$ cat src/rtl/vga_timing_pkg.sv
// rtl/vga_timing_pkg.sv - default 640x480@60 timing constants and sync bundle type
package vga_timing_pkg;

    localparam int H_VISIBLE = 640;
    localparam int H_FP      = 16;
    localparam int H_SYNC    = 96;
    localparam int H_BP      = 48;
    localparam int H_TOTAL   = H_VISIBLE + H_FP + H_SYNC + H_BP;

    localparam int V_VISIBLE = 480;
    localparam int V_FP      = 10;
    localparam int V_SYNC    = 2;
    localparam int V_BP      = 33;
    localparam int V_TOTAL   = V_VISIBLE + V_FP + V_SYNC + V_BP;

    // Sync/blank bundle carried through the delay line; also consumed by draw_map.
    typedef struct packed {
        logic hs;
        logic vs;
        logic blank_n;
    } sync_t;

    // Inactive levels: syncs deasserted (high), blanking active (low).
    localparam sync_t SYNC_IDLE = '{hs: 1'b1, vs: 1'b1, blank_n: 1'b0};

endpackage

$ cat src/rtl/vga_timing_if.sv
// rtl/vga_timing_if.sv - raster timing outputs bundle
interface vga_timing_if;

    logic        pixel_ce;
    logic [9:0]  DrX;
    logic [9:0]  DrY;
    logic        VGA_CLK;
    logic        VGA_HS;
    logic        VGA_VS;
    logic        VGA_BLANK_N;
    logic        VGA_SYNC_N;
    logic        line_start;
    logic        frame_start;
    logic [15:0] frame_count;

    modport master (
        output pixel_ce, DrX, DrY, VGA_CLK, VGA_HS, VGA_VS, VGA_BLANK_N,
               VGA_SYNC_N, line_start, frame_start, frame_count
    );

    modport slave (
        input  pixel_ce, DrX, DrY, VGA_CLK, VGA_HS, VGA_VS, VGA_BLANK_N,
               VGA_SYNC_N, line_start, frame_start, frame_count
    );

endinterface

$ cat src/rtl/sync_delay_line.sv
// rtl/sync_delay_line.sv - clock-enabled shift register of sync_t with idle reset value
module sync_delay_line
    import vga_timing_pkg::*;
#(
    parameter int DEPTH = 2
) (
    input  logic  clk,
    input  logic  rst,
    input  logic  ce,
    input  sync_t din,
    output sync_t dout
);

    // A zero-depth line still keeps one (unused) stage so the port list stays uniform.
    localparam int N = (DEPTH == 0) ? 1 : DEPTH;

    sync_t stages [N];

    // Shift one stage per pixel; reset flushes every stage to the inactive levels.
    always_ff @(posedge clk) begin
        if (rst) begin
            for (int i = 0; i < N; i++) begin
                stages[i] <= SYNC_IDLE;
            end
        end else if (ce) begin
            stages[0] <= din;
            for (int i = 1; i < N; i++) begin
                stages[i] <= stages[i-1];
            end
        end
    end

    assign dout = (DEPTH == 0) ? din : stages[N-1];

endmodule

$ cat src/rtl/vga_timing_gen.sv
// rtl/vga_timing_gen.sv - VGA raster generator: pixel enable, coordinates, delayed sync/blank
module vga_timing_gen
    import vga_timing_pkg::*;
#(
    parameter int H_VISIBLE  = vga_timing_pkg::H_VISIBLE,
    parameter int H_FP       = vga_timing_pkg::H_FP,
    parameter int H_SYNC     = vga_timing_pkg::H_SYNC,
    parameter int H_BP       = vga_timing_pkg::H_BP,
    parameter int V_VISIBLE  = vga_timing_pkg::V_VISIBLE,
    parameter int V_FP       = vga_timing_pkg::V_FP,
    parameter int V_SYNC     = vga_timing_pkg::V_SYNC,
    parameter int V_BP       = vga_timing_pkg::V_BP,
    parameter int CLK_DIV    = 2,
    parameter int SYNC_DELAY = 2
) (
    input  logic        Clk,
    input  logic        Reset,
    vga_timing_if.master vga
);

    localparam int HT = H_VISIBLE + H_FP + H_SYNC + H_BP;
    localparam int VT = V_VISIBLE + V_FP + V_SYNC + V_BP;

    // All coordinate compares are 10-bit unsigned, so every boundary must fit.
    if (HT >= 1024 || VT >= 1024) begin : g_bad_totals
        $error("vga_timing_gen: H/V totals must be below 1024");
    end
    if (CLK_DIV < 2) begin : g_bad_div
        $error("vga_timing_gen: CLK_DIV must be at least 2");
    end
    if (SYNC_DELAY < 0 || SYNC_DELAY > 7) begin : g_bad_delay
        $error("vga_timing_gen: SYNC_DELAY must be 0..7");
    end

    localparam int DIV_W = $clog2(CLK_DIV);

    localparam logic [DIV_W-1:0] DIV_LAST = DIV_W'(CLK_DIV - 1);
    localparam logic [DIV_W-1:0] DIV_HALF = DIV_W'(CLK_DIV / 2);
    localparam logic [DIV_W-1:0] DIV_ONE  = DIV_W'(1);

    localparam logic [9:0] X_LAST   = 10'(HT - 1);
    localparam logic [9:0] Y_LAST   = 10'(VT - 1);
    localparam logic [9:0] X_VIS    = 10'(H_VISIBLE);
    localparam logic [9:0] Y_VIS    = 10'(V_VISIBLE);
    localparam logic [9:0] HS_START = 10'(H_VISIBLE + H_FP);
    localparam logic [9:0] HS_END   = 10'(H_VISIBLE + H_FP + H_SYNC);
    localparam logic [9:0] VS_START = 10'(V_VISIBLE + V_FP);
    localparam logic [9:0] VS_END   = 10'(V_VISIBLE + V_FP + V_SYNC);

    logic [DIV_W-1:0] div;
    logic             pixel_ce;
    logic [9:0]       dr_x;
    logic [9:0]       dr_y;
    logic             x_wrap;
    logic             y_wrap;
    logic             line_start_q;
    logic             frame_start_q;
    logic [15:0]      frame_cnt_q;
    sync_t            sync_raw;
    sync_t            sync_dly;

    assign pixel_ce = (div == DIV_LAST);
    assign x_wrap   = (dr_x == X_LAST);
    assign y_wrap   = (dr_y == Y_LAST);

    // Pixel divider: counts 0..CLK_DIV-1, pixel_ce decodes the last count.
    always_ff @(posedge Clk) begin
        if (Reset) begin
            div <= '0;
        end else if (pixel_ce) begin
            div <= '0;
        end else begin
            div <= div + DIV_ONE;
        end
    end

    // Raster counters and one-cycle line/frame start pulses.
    always_ff @(posedge Clk) begin
        if (Reset) begin
            dr_x          <= '0;
            dr_y          <= '0;
            line_start_q  <= 1'b0;
            frame_start_q <= 1'b0;
        end else begin
            line_start_q  <= pixel_ce & x_wrap;
            frame_start_q <= pixel_ce & x_wrap & y_wrap;
            if (pixel_ce) begin
                if (x_wrap) begin
                    dr_x <= '0;
                    dr_y <= y_wrap ? 10'd0 : dr_y + 10'd1;
                end else begin
                    dr_x <= dr_x + 10'd1;
                end
            end
        end
    end

    // Completed-frame counter, bumped on the frame-wrap edge; wraps naturally at 16 bits.
    always_ff @(posedge Clk) begin
        if (Reset) begin
            frame_cnt_q <= '0;
        end else if (pixel_ce && x_wrap && y_wrap) begin
            frame_cnt_q <= frame_cnt_q + 16'd1;
        end
    end

    // Undelayed sync/blank decode of the current coordinates.
    always_comb begin
        sync_raw         = SYNC_IDLE;
        sync_raw.hs      = !((dr_x >= HS_START) && (dr_x < HS_END));
        sync_raw.vs      = !((dr_y >= VS_START) && (dr_y < VS_END));
        sync_raw.blank_n = (dr_x < X_VIS) && (dr_y < Y_VIS);
    end

    sync_delay_line #(
        .DEPTH (SYNC_DELAY)
    ) u_delay (
        .clk  (Clk),
        .rst  (Reset),
        .ce   (pixel_ce),
        .din  (sync_raw),
        .dout (sync_dly)
    );

    assign vga.pixel_ce    = pixel_ce;
    assign vga.DrX         = dr_x;
    assign vga.DrY         = dr_y;
    assign vga.VGA_CLK     = (div >= DIV_HALF);
    assign vga.VGA_HS      = sync_dly.hs;
    assign vga.VGA_VS      = sync_dly.vs;
    assign vga.VGA_BLANK_N = sync_dly.blank_n;
    assign vga.VGA_SYNC_N  = 1'b0;
    assign vga.line_start  = line_start_q;
    assign vga.frame_start = frame_start_q;
    assign vga.frame_count = frame_cnt_q;

endmodule

$ cat src/flat_wrapper.sv
// flat-port wrapper written by rule: the top's interface ports become plain ports
module vga_timing_gen_flat import vga_timing_pkg::*;
#(
    parameter int H_VISIBLE  = vga_timing_pkg::H_VISIBLE,
    parameter int H_FP       = vga_timing_pkg::H_FP,
    parameter int H_SYNC     = vga_timing_pkg::H_SYNC,
    parameter int H_BP       = vga_timing_pkg::H_BP,
    parameter int V_VISIBLE  = vga_timing_pkg::V_VISIBLE,
    parameter int V_FP       = vga_timing_pkg::V_FP,
    parameter int V_SYNC     = vga_timing_pkg::V_SYNC,
    parameter int V_BP       = vga_timing_pkg::V_BP,
    parameter int CLK_DIV    = 2,
    parameter int SYNC_DELAY = 2
)
  (Clk, Reset, vga_pixel_ce, vga_DrX, vga_DrY, vga_VGA_CLK, vga_VGA_HS, vga_VGA_VS, vga_VGA_BLANK_N, vga_VGA_SYNC_N, vga_line_start, vga_frame_start, vga_frame_count);
  vga_timing_if vga_i ();
  input  logic Clk;
  input  logic Reset;
  output wire logic [$bits(vga_i.pixel_ce)-1:0] vga_pixel_ce;
  output wire logic [$bits(vga_i.DrX)-1:0] vga_DrX;
  output wire logic [$bits(vga_i.DrY)-1:0] vga_DrY;
  output wire logic [$bits(vga_i.VGA_CLK)-1:0] vga_VGA_CLK;
  output wire logic [$bits(vga_i.VGA_HS)-1:0] vga_VGA_HS;
  output wire logic [$bits(vga_i.VGA_VS)-1:0] vga_VGA_VS;
  output wire logic [$bits(vga_i.VGA_BLANK_N)-1:0] vga_VGA_BLANK_N;
  output wire logic [$bits(vga_i.VGA_SYNC_N)-1:0] vga_VGA_SYNC_N;
  output wire logic [$bits(vga_i.line_start)-1:0] vga_line_start;
  output wire logic [$bits(vga_i.frame_start)-1:0] vga_frame_start;
  output wire logic [$bits(vga_i.frame_count)-1:0] vga_frame_count;
  assign vga_pixel_ce = vga_i.pixel_ce;
  assign vga_DrX = vga_i.DrX;
  assign vga_DrY = vga_i.DrY;
  assign vga_VGA_CLK = vga_i.VGA_CLK;
  assign vga_VGA_HS = vga_i.VGA_HS;
  assign vga_VGA_VS = vga_i.VGA_VS;
  assign vga_VGA_BLANK_N = vga_i.VGA_BLANK_N;
  assign vga_VGA_SYNC_N = vga_i.VGA_SYNC_N;
  assign vga_line_start = vga_i.line_start;
  assign vga_frame_start = vga_i.frame_start;
  assign vga_frame_count = vga_i.frame_count;
  vga_timing_gen #(.H_VISIBLE(H_VISIBLE), .H_FP(H_FP), .H_SYNC(H_SYNC), .H_BP(H_BP), .V_VISIBLE(V_VISIBLE), .V_FP(V_FP), .V_SYNC(V_SYNC), .V_BP(V_BP), .CLK_DIV(CLK_DIV), .SYNC_DELAY(SYNC_DELAY)) u_core (.Clk(Clk), .Reset(Reset), .vga(vga_i));
endmodule
$ cat config.mk
export PLATFORM = sky130hd
export DESIGN_NAME = vga_timing_gen_flat
export DESIGN_NICKNAME = d
export VERILOG_FILES = /design/src/rtl/vga_timing_pkg.sv /design/src/rtl/vga_timing_if.sv /design/src/rtl/sync_delay_line.sv /design/src/rtl/vga_timing_gen.sv /design/src/flat_wrapper.sv
export SDC_FILE = /design/constraint.sdc
export NUM_CORES = 1
export LEC_CHECK = 0
export CORE_UTILIZATION = 46
export CTS_CLUSTER_SIZE = 40
export DETAILED_ROUTE_END_ITERATION = 8
export PLACE_DENSITY = 0.76
export SLEW_MARGIN = 20
export SYNTH_ARGS = -nofsm -noshare
export SYNTH_HDL_FRONTEND = slang
export SYNTH_SLANG_ARGS = --single-unit
$ cat constraint.sdc
create_clock -name Clk -period 2.15 [get_ports Clk]
set_input_delay 0.43 -clock Clk [delete_from_list [all_inputs] [get_ports Clk]]
set_output_delay 0.43 -clock Clk [all_outputs]
set_load 0.05 [all_outputs]
; After elaboration in Yosys (flattened, before gate mapping)
; Memory sizes are Yosys's and may differ from the RTL's.
; Index checks and enable logic that the tools add are counted.
[totals]
inputBits = 2
memories = 1
elab_cells = 42
register_bits = 39
ramBits = 6
[classes]
n_lt_le_gt_ge = 7
n_bitwise = 4
mux = 9
reduce_logical = 9
addsub = 4
n_eq_ne = 2
[mem_list]
columns = name, words, word_bits, read_ports, rd_clocked_by_memory_dff, write_ports, line_no
row1 = u_core.u_delay.stages, 2, 3, 2, 0, 2, sync_delay_line.sv:17  ; sync_t stages [N];
[op_table]
columns = operator, n
row1 = 10-bit by 1-bit adder with 10-bit output (second input constant), 2
row2 = 10-bit == test (second input constant), 2
row3 = 10-bit < comparator (second input constant), 2
row4 = 10-bit by 9-bit < comparator with 1-bit output (second input constant), 2
row5 = 10-bit 2-to-1 mux, 2
row6 = 16-bit by 1-bit adder with 16-bit output (second input constant), 1
row7 = 10-bit greater-or-equal comparator (second input constant), 1
row8 = 10-bit by 9-bit greater-or-equal comparator with 1-bit output (second input constant), 1
row9 = 3-bit 2-to-1 mux, 2
row10 = 1-bit logical AND, 5
row11 = 1-bit 2-to-1 mux, 5
row12 = 1-bit bitwise AND, 2
row13 = 1-bit zero test, 2
row14 = 1-bit bitwise OR, 2
row15 = 2-bit AND reduction, 1
row16 = 2-bit OR reduction, 1
row17 = 1-bit adder (second input constant), 1
row18 = 1-bit greater-or-equal comparator (second input constant), 1

; Depth between registers and ports, before layout
[depth]
depth_word = 4
ltp_mapped = 8
depth_no_buf = 6

; Modules after synthesis
; From an unflattened synthesis, not the netlist that was laid out.
[unflattened]
cells_unflattened = 249
area_unflattened_um2 = 2278.4
[by_module_without_submodules]
columns = module, area_each_um2, seq_area_each_um2, cells_per_inst, instances
row1 = vga_timing_gen, 2014.4, 780.7, 233, 1
row2 = sync_delay_line, 264.0, 180.2, 16, 1

; Worst setup path before layout
; OpenSTA, ideal clock, no wires.
[synth_timing]
kind = flip-flop to flip-flop
start = reg u_core.dr_y[2], in the netlist u_core.vga.DrY[2]
end = reg u_core.frame_cnt_q[11], in the netlist u_core.vga.frame_count[11]
path_slack_ps = -264
n_path_buf = 1
arrival_time_ps = 2293
path_stages_with_launch = 6
setup_time_ps = 121
t_required_ps = 2029
path_cell_list = dfxtp_1 nand2_1 or3_1 buf_2 or4_4 mux2_4
[synth_between]
elab_chain_cells = 2
[synth_lines]
columns = item, line_no
row1 = from (decl), vga_timing_gen.sv:53  ; logic [9:0] dr_y;
row2 = from (signal assigned), vga_timing_gen.sv:90  ; dr_y <= y_wrap ? 10'd0 : dr_y + 10'd1;
row3 = 10-bit == test, vga_timing_gen.sv:64  ; assign y_wrap = (dr_y == Y_LAST);
row4 = 1-bit logical AND, vga_timing_gen.sv:102  ; end else if (pixel_ce && x_wrap && y_wrap) begin
row5 = to (signal assigned), vga_timing_gen.sv:103  ; frame_cnt_q <= frame_cnt_q + 16'd1;
row6 = to (decl), vga_timing_gen.sv:58  ; logic [15:0] frame_cnt_q;
; No other way between the ends.
; A chain may end at the register's enable or synchronous reset.

; Worst setup path after layout
[layout_timing]
start = reg u_core.dr_y[5], in the netlist u_core.vga.DrY[5]
end = reg u_core.frame_cnt_q[11], in the netlist u_core.vga.frame_count[11]
; The elaborated chain is that of the path after synthesis.

==> flow_summary_export.csv <==
group,metric,value,unit
global_routing,antenna_found_initial,0,
timing,drv_slew,0,
die,core,4500,um2
clocking,cts_root_buffer,"clkbuf_8",
clocking,htreeDepth,2,
synth,synth_nets,259,
clocking,cts_tree,"built",
synth,yosys.area.top_type_share,35.2,%
synth,synthTopCellsByArea,"dfxtp_1, edfxtp_1, a21oi_1",
die,die_area,5100,um2
clocking,clockBufferDepth,2,
placed_design,place_congestion,0.832,
clocking,clock-sinks,45,
setup_path,worstPathArrival,2.26,ns
setup_path,reg2reg_from,"u_core.vga.DrY[5]$_SDFFE_PP0P_",
synth,yosysTopAreaCell,"dfxtp_1",
global_routing,grt_max_degree,38,
placed_design,post-place-ws,0.0238,ns
timing,maxSlewHeadroom,65.1,%
clocking,post_cts_buffers,0,
placed_design,io_buffer_count,44,
die,die_h,71.4,um
flow_run,max_cap_viol_count,0,
setup_path,critPathLaunch,"u_core.vga.DrY[5]$_SDFFE_PP0P_",
route,final_antenna_net_count,0,
pwr,p_leak,0.975,nW
die,pin_count,46,
route,routed-wl-met2,2350,um
route,wire_per_inst,14.2,um
placed_design,dpl_cell_area,2840,um2
min_path,hp-class,"flip-flop to flip-flop",
timing,setup_viol,0,
clocking,post_cts_resized,0,
route,wl_met1,2460,um
timing,min_period,2.07,ns
synth,synth-edff-count,6,
setup_path,cp-end-kind,"flip-flop",
pwr,max-vdd-ir-drop,0.000368,V
route,first_pass_iters,8,
cells_and_area,layout-drive-gt1-share,19.5,%
route,via_per_inst,5.68,
timing,tightest_slew,0.522,ns
synth,ys_types,42,
setup_path,crit_fanout,6,
clocking,numCtsBuffers,5,
synth,synth_seq_cells,45,
cells_and_area,area_growth,32.4,%
timing,post-route-period-util,96.2,%
synth,ys_async_sr_fraction,0,%
clocking,path_clk_slew,0.09,ns
route,drc,4,
placed_design,dp_hpwl,3650,um
clocking,cts_hold_repair.buffers,0,
cells_and_area,final_cell_mix,"clkdlybuf4s50_1, dfxtp_1, nor2_1, a21oi_1, buf_4",
synth,synth-main-ff-cell,"dfxtp_1",
cells_and_area,design_area,2930,um2
route,drt_wl_total,5080,um
pwr,power_density,497,nW/um2
setup_path,cp.required,2.34,ns
cells_and_area,fillers,382,
min_path,hold_start,"u_core.vga.DrY[8]$_SDFFE_PP0P_",
run_status,violations,"design-rule violations",
cells_and_area,num_antenna_cells,0,
die,fp.dieW,71.4,um
synth,synth_seq_area_share,43.4,%
synth,synth.avg_cell_area,8.79,um2
route,dr_wl_met3,202,um
route,highest_layer,"met4",
timing,setup_ws,0.0809,ns
die,start_util,49.2,%
timing,final-hold-violation-count,0,
setup_path,crit_type,"flip-flop to flip-flop",
route,drt_iter0_drc,98,
cells_and_area,final_common_cell,"clkdlybuf4s50_1",
synth,synthCells,252,
cells_and_area,final_nets,313,
die,rows,24,
synth,yosys_warnings,0,
synth,syn_area,2220,um2
global_routing,grt_overflow,0,
clocking,clock_latency,0.30,ns
global_routing,grt_pass1_wl,8420,um
setup_path,startpoint_type,"flip-flop",
timing,setup_tns,0,ns
timing,grt_setup_unrepaired,"no",
route,vias,2038,
global_routing,grt_pass1_vias,1815,
global_routing,grt_util_all_layers,21.0,%
timing,timing.fmax,0.483,GHz
timing,skew,0.00675,ns
run_status,status,"complete, but fails checks",
## cells by family after synthesis
logic type               after synthesis  synth area share [%]
other                                  1                 0.169
multiplexers                           7                  3.73
adder cells (fa/ha/maj)                5                  2.82
flip-flops                            45                  43.4
XOR/XNOR                               9                  3.56
AND/OR/NAND/NOR                      120                  31.1
buffers and inverters                 26                  4.80
AO/OA/AOI/OAI                         39                  10.5
## metal layers
metal  global-route usage [%]  up-vias
met1                     27.6      967
met4                     8.00        0
li1                         -     1019
met2                     33.3       44
met3                     5.06        8
met5                        0        -
## worst max-delay path, cell delays in order, from the launching register on
cell and delay (ns):
dfxtp_4 0.35, or3_4 0.39, or3_4 0.42, or4_4 0.49, mux2_4 0.30
## state kept, by name, summed over array words and instances, names as in the netlist
signal                  cells
u_core.vga.frame_start      1
u_core.vga.DrX             10
u_core.vga.line_start       1
u_core.vga.pixel_ce         1
u_core.vga.DrY             10
u_core.u_delay.stages       6
u_core.vga.frame_count     16
## stage by stage
stage | power, mW | hold WS (ns) | cells | utilization [%]
after global placement | 0.959 | 0.480 | 351 | 62.9
final | 1.46 | 0.501 | 359 | 65.1
after global routing | 1.52 | 0.529 | 359 | 65.1
after detailed placement | 0.961 | 0.488 | 351 | 62.9
after floorplan | 0.937 | 0.482 | 252 | -
after CTS | 1.48 | 0.505 | 359 | 64.9
## cells in the mapped netlist, types with 3 or more instances
| master | count |
|---|---|
| nor4_1 | 5 |
| o21ai_0 | 8 |
| xor2_1 | 3 |
| nand2_1 | 11 |
| nor3_1 | 12 |
| and2_1 | 5 |
| or3_1 | 6 |
| nand2b_1 | 3 |
| o31ai_1 | 6 |
| a21oi_1 | 19 |
| clkbuf_1 | 12 |
| or2_2 | 3 |
| xnor2_1 | 6 |
| nand3_1 | 15 |
| edfxtp_1 | 6 |
| dfxtp_1 | 39 |
| nor2b_1 | 7 |
| ha_1 | 5 |
| and4_1 | 4 |
| mux2_2 | 6 |
| nand4_1 | 12 |
| nor2_1 | 20 |
| inv_1 | 10 |
| or4_1 | 8 |
## area by class of cell
class | instances | area, um2 | share of cell area, %
Tap cell | 52 | 65.1 | 2.22
Clock inverter | 3 | 17.5 | 0.597
Inverter | 10 | 37.5 | 1.28
Clock buffer | 5 | 68.8 | 2.35
Multi-Input combinational cell | 181 | 1160 | 39.5
Sequential cell | 45 | 988 | 33.7
Timing Repair Buffer | 63 | 596 | 20.3
## path summary, 6_finish.rpt
path                                             endpoint  slack (ns)  cells past startpoint
hold reg to reg            u_core.vga.DrY[8]$_SDFFE_PP0P_        0.50                      2
setup reg to reg  u_core.vga.frame_count[11]$_SDFFE_PP0P_        0.08                      4
setup / recovery  u_core.vga.frame_count[11]$_SDFFE_PP0P_        0.08                      4
hold / removal             u_core.vga.DrY[8]$_SDFFE_PP0P_        0.50                      2
## power breakdown
group          internal, mW  leakage [nW]  switching (mW)  total [mW]
registers             0.853         0.373         0.00502       0.858
logic                0.0251         0.558          0.0580      0.0831
clock network         0.225        0.0439           0.293       0.517
Power figures use the tool's default switching activity.
